$ cat config.mk
export PLATFORM = sky130hd
export DESIGN_NAME = jstk_spi_responder
export DESIGN_NICKNAME = d
export VERILOG_FILES = /design/src/rtl/jstk_spi_responder.sv
export SDC_FILE = /design/constraint.sdc
export NUM_CORES = 1
export LEC_CHECK = 0
export ABC_CLOCK_PERIOD_IN_PS = 5220
export BUFFER_PORTS_ARGS = -buffer_cell sky130_fd_sc_hd__buf_2
export CAP_MARGIN = 20
export CORE_AREA = 5 5 78 80
export DETAILED_ROUTE_END_ITERATION = 8
export DIE_AREA = 0 0 83 85
export HOLD_SLACK_MARGIN = 0.12
export PLACE_DENSITY = 0.83
export REMOVE_ABC_BUFFERS = 1
export SYNTH_ARGS = -nofsm -noshare
export SYNTH_HDL_FRONTEND = slang
export SYNTH_SLANG_ARGS = --single-unit
$ cat constraint.sdc
create_clock -name clk -period 5.22 [get_ports clk]
set_clock_uncertainty 0.1 [all_clocks]
set_input_delay 1.044 -clock clk [delete_from_list [all_inputs] [get_ports clk]]
set_output_delay 1.044 -clock clk [all_outputs]
set_load 0.01 [all_outputs]
$ cat src/rtl/jstk_spi_responder.sv
// PmodJSTK emulator: SPI mode-0 slave returning the 5-byte joystick packet
// and decoding the first MOSI byte as the LED command.
//
// state | meaning
// IDLE  | waiting for an accepted SS fall, miso held low
// SHIFT | frame active, shifting tx out and rx in until 40 bits
// HOLD  | 40 bits done, extra SCLK edges ignored, waiting for SS rise
module jstk_spi_responder #(
  parameter int SYNC_STAGES = 2
) (
  input  logic       clk,
  input  logic       clr,
  input  logic       ss,
  input  logic       sclk,
  input  logic       mosi,
  output logic       miso,
  input  logic [9:0] joy_x,
  input  logic [9:0] joy_y,
  input  logic [2:0] btn,
  output logic [1:0] led,
  output logic       busy,
  output logic       frame_done,
  output logic       frame_err
);

  localparam logic [1:0] IDLE  = 2'd0;
  localparam logic [1:0] SHIFT = 2'd1;
  localparam logic [1:0] HOLD  = 2'd2;

  logic [SYNC_STAGES-1:0] ss_sync, sclk_sync, mosi_sync;
  logic                   ss_d, sclk_d;
  logic                   ss_s, sclk_s, mosi_s;
  logic                   ss_fall, ss_rise, sclk_rise, sclk_fall;
  logic [1:0]             state;
  logic [39:0]            tx;
  logic [39:0]            packet;
  logic [7:0]             rx;
  logic [7:0]             rx_next;
  logic [5:0]             bitcnt;

  assign ss_s   = ss_sync[SYNC_STAGES-1];
  assign sclk_s = sclk_sync[SYNC_STAGES-1];
  assign mosi_s = mosi_sync[SYNC_STAGES-1];

  // ss_d clears on reset, so a fall needs SS to be seen high first.
  assign ss_fall   = ss_d & ~ss_s;
  assign ss_rise   = ~ss_d & ss_s;
  assign sclk_rise = ~sclk_d & sclk_s;
  assign sclk_fall = sclk_d & ~sclk_s;

  assign packet  = {joy_x[7:0], 6'b0, joy_x[9:8], joy_y[7:0], 6'b0, joy_y[9:8], 5'b0, btn};
  assign rx_next = {rx[6:0], mosi_s};

  always_ff @(posedge clk) begin
    if (clr) begin
      ss_sync    <= '0;
      sclk_sync  <= '0;
      mosi_sync  <= '0;
      ss_d       <= 1'b0;
      sclk_d     <= 1'b0;
      state      <= IDLE;
      tx         <= '0;
      rx         <= '0;
      bitcnt     <= '0;
      miso       <= 1'b0;
      led        <= 2'b00;
      busy       <= 1'b0;
      frame_done <= 1'b0;
      frame_err  <= 1'b0;
    end else begin
      ss_sync    <= {ss_sync[SYNC_STAGES-2:0], ss};
      sclk_sync  <= {sclk_sync[SYNC_STAGES-2:0], sclk};
      mosi_sync  <= {mosi_sync[SYNC_STAGES-2:0], mosi};
      ss_d       <= ss_s;
      sclk_d     <= sclk_s;
      frame_done <= 1'b0;
      frame_err  <= 1'b0;
      case (state)
        IDLE: begin
          miso <= 1'b0;
          busy <= 1'b0;
          if (ss_fall) begin
            tx     <= packet;
            miso   <= packet[39];
            bitcnt <= '0;
            rx     <= '0;
            busy   <= 1'b1;
            state  <= SHIFT;
          end
        end
        SHIFT: begin
          if (ss_rise) begin
            // 40 bits in but SS rose before the final fall still counts as done
            if (bitcnt == 6'd40) frame_done <= 1'b1;
            else                 frame_err  <= 1'b1;
            miso  <= 1'b0;
            busy  <= 1'b0;
            state <= IDLE;
          end else if (sclk_rise) begin
            rx     <= rx_next;
            bitcnt <= bitcnt + 6'd1;
            if (bitcnt == 6'd7 && rx_next[7:2] == 6'b100000) led <= rx_next[1:0];
          end else if (sclk_fall) begin
            if (bitcnt == 6'd40) begin
              miso  <= 1'b0;
              state <= HOLD;
            end else begin
              tx   <= {tx[38:0], 1'b0};
              miso <= tx[38];
            end
          end
        end
        HOLD: begin
          miso <= 1'b0;
          if (ss_rise) begin
            frame_done <= 1'b1;
            busy       <= 1'b0;
            state      <= IDLE;
          end
        end
        default: begin
          miso  <= 1'b0;
          busy  <= 1'b0;
          state <= IDLE;
        end
      endcase
    end
  end

endmodule

==> impl_metrics.toml <==
[final_layout]
antenna_cells = 0
multi_input_area_mm2 = 0.00157
seq_area_mm2 = 0.00136
area_growth_syn_to_layout_pct = 13.9
fillerInstances = 476
num-nets-final = 383
drive_above_1_share_pct = 16.4
stdcell_count = 426
fin_area_mm2 = 0.00352

[min_path]
worstHoldStart = "sclk_sync[0]$_SDFF_PP0_"
hold_class = "register to register"
holdPathStages = 1
hold_path_end = "sclk_sync[1]$_SDFF_PP0_"

[cts]
cts_resized = 0
ctsHoldBuffers = 0
cts_setup_buffers = 0
cts_tree = "yes"
numCtsBuffers = 9
h-tree-depth = 3
clk_latency_ns = 0.34
clock-root-buffer = "clkbuf_8"
clk_pin_slew_worst_paths_ns = 0.07
clkSinkCount = 68
cts_buffer_depth = 2

[floorplanning]
dieHeight_um = 85
die_w_um = 83
io_pins = 34
initial_utilization_pct = 57.9
dieArea_mm2 = 0.00706
rows = 27
core-area_mm2 = 0.00534

[yosys]
synthTopCellsByArea = "dfxtp_1, mux2i_1, a211oi_1"
synth_top_area_cell = "dfxtp_1"
synthArstFlopShare_pct = 0
yosysSeqAreaShare_pct = 44.1
synthCells = 331
synth_flop_cell = "dfxtp_1"
synth_top_area_share_pct = 44.1
synth_seq_cells = 68
netlist_area_mm2 = 0.00309
avgSynthCellArea_um2 = 9.33
synth_edf_count = 0
synth_cell_types = 43
yosysWarnings = 0

[pwr]
total_power_mw = 1.47
leakage_nw = 1.21
ir_drop_uv = 260
p_per_area_mw_per_mm2 = 417

[setup_path]
worstSetupEndpointType = "register"
cp.arrival_ns = 3.13
startpoint_type = "register"
crit_top_cell = "inv_1"
rrSetupSlack_ns = 2.17
worstPathCellList = "inv_1 -> ha_2 -> inv_1 -> or3_1 -> a31oi_1 -> a211oi_1"
critPathRequiredTime_ns = 5.30
slowest_delay_ns = 0.89
r2r_end = "tx[1]$_SDFFE_PP0P_"
crit_family = "adder cells"
critPathBufInv = 2
worstSetupPathType = "register to register"
crit_path_top_delay_cell = "ha_2"
reg2reg_from = "state[1]$_SDFFE_PP0P_"
rr_worst_depth = 6
path_max_fanout = 43

[global_routing]
antenna_found_initial = 0
grt_max_degree = 55
grtUsageTotal_pct = 19.2
grt_pass1_wl_um = 11100
gr-total-overflow = 0
grt_pass1_vias = 2442

[routing]
detail_route.iter0.violations = 216
drt-pass1-iter-count = 5
num_vias = 2623
wl_um = 6620
drtAntennaViolNets = 0
drc_errors = 0
wire_per_inst_um = 15.5
viasPerCell = 6.16

[placement]
dp_hpwl_um = 4170
dp_cells = 411
place_area_mm2 = 0.00326
numPortBuffers = 33
gp_congestion = 0.810

[timing]
fin_tns_setup_ns = 0
relSlewSlack_pct = 29.4
clock.fmax_mhz = 328
rsz0062_at_grt = "false"
timing.final.crit_share_pct = 58.4
fin_crit_ns = 3.05
setup_viol = 0
hold_viol = 0
slew_violations = 0
worst_slew_pin_slew_ns = 1.06

[status]
status = "finished, final reports clean"

[run]
drv_cap = 0
==> flip-flops by register name (all words and copies together) (netlist names) <==
| signal | cells |
|---|---|
| sclk_sync | 2 |
| tx | 39 |
| busy | 1 |
| frame_done | 1 |
| bitcnt | 6 |
| miso | 1 |
| ss_sync | 2 |
| led | 2 |
| ss_d | 1 |
| rx | 7 |
| state | 2 |
| sclk_d | 1 |
| mosi_sync | 2 |
| frame_err | 1 |
==> worst max-delay path by stage <==
stage                     startpoint                   to  slack, ns  cells after the start
2_1_floorplan  state[1]$_SDFFE_PP0P_  tx[11]$_SDFFE_PP0P_       0.49                      6
3_3_place_gp   state[1]$_SDFFE_PP0P_   tx[1]$_SDFFE_PP0P_       2.32                      6
3_5_place_dp   state[1]$_SDFFE_PP0P_  tx[34]$_SDFFE_PP0P_       2.23                      6
4_1_cts        state[1]$_SDFFE_PP0P_   tx[1]$_SDFFE_PP0P_       2.21                      6
5_1_grt        state[1]$_SDFFE_PP0P_  tx[24]$_SDFFE_PP0P_       2.00                      6
6_report       state[1]$_SDFFE_PP0P_   tx[1]$_SDFFE_PP0P_       2.17                      6
==> logic make-up after synthesis <==
group,after synthesis,synth area share (%)
flip-flops,68,44.1
adder cells (fa/ha/maj),5,2.03
buffers and inverters,41,5.67
AO/OA/AOI/OAI,97,21.7
multiplexers,28,9.11
AND/OR/NAND/NOR,92,17.4
==> synthesized netlist by cell type (2+ instances only) <==
library cell / n
nand4_1: 2
nor3_1: 5
buf_4: 2
nor2_1: 9
o32ai_1: 6
buf_2: 11
mux2i_1: 27
nor4bb_1: 2
a21oi_1: 14
nand2_1: 9
o21ai_0: 3
nand3_1: 13
nor4_1: 4
a211oi_1: 22
o211ai_1: 9
dfxtp_1: 68
nand3b_1: 2
a31oi_1: 23
or3_1: 5
nand2b_1: 21
nor2b_1: 10
ha_1: 5
o31ai_1: 2
clkbuf_1: 15
and3_1: 3
o22ai_1: 11
inv_1: 12
==> power breakdown <==
part / internal [mW] / switching (mW) / total [mW]
registers: 0.551 / 0.0192 / 0.570
clock network: 0.365 / 0.205 / 0.569
logic: 0.128 / 0.198 / 0.326
total: 1.04 / 0.422 / 1.47
==> per-layer routing <==
metal	part of all wire (%)	vias up	GRT usage, %
met5	0	-	0
met4	1.9	0	10.3
met3	4.0	11	4.37
met2	49	58	30.6
met1	45	1275	24.3
li1	-	1279	-
==> through the flow <==
stage / worst slack, ns / hold WS (ns) / util [%]
6_report: 2.17 / 0.342 / 65.9
3_5_place_dp: 2.23 / 0.320 / 61.0
2_1_floorplan: 0.486 / 0.314 / -
5_1_grt: 2.00 / 0.358 / 65.9
4_1_cts: 2.21 / 0.348 / 65.9
3_3_place_gp: 2.32 / 0.324 / 61.0
==> cell usage in the layout, fill, tap and decap left out, drive strengths merged, types with 2 or more instances in the layout <==
cell	count
nand2b	21
nand3	13
nand4	2
nor2	9
a211oi	23
a21oi	14
a31oi	23
o32ai	6
o21ai	3
o22ai	11
nand3b	2
buf	37
nor2b	11
inv	13
ha	5
o211ai	9
nor3	5
bufinv	4
nor4	4
nand2	9
mux2i	27
clkbuf	9
nor4bb	2
or3	5
o31ai	2
and3	3
dfxtp	68
==> area by class of cell <==
| class | instances | area share, % |
|---|---|---|
| repair buffers | 37 | 5.55 |
| clock inverters | 6 | 3.88 |
| flip-flops and latches | 68 | 38.7 |
| well taps | 72 | 2.56 |
| multi-input cells | 222 | 44.5 |
| clock buffers | 9 | 3.52 |
| inverters | 12 | 1.28 |
Note: power is estimated with default switching activity, not from simulation.
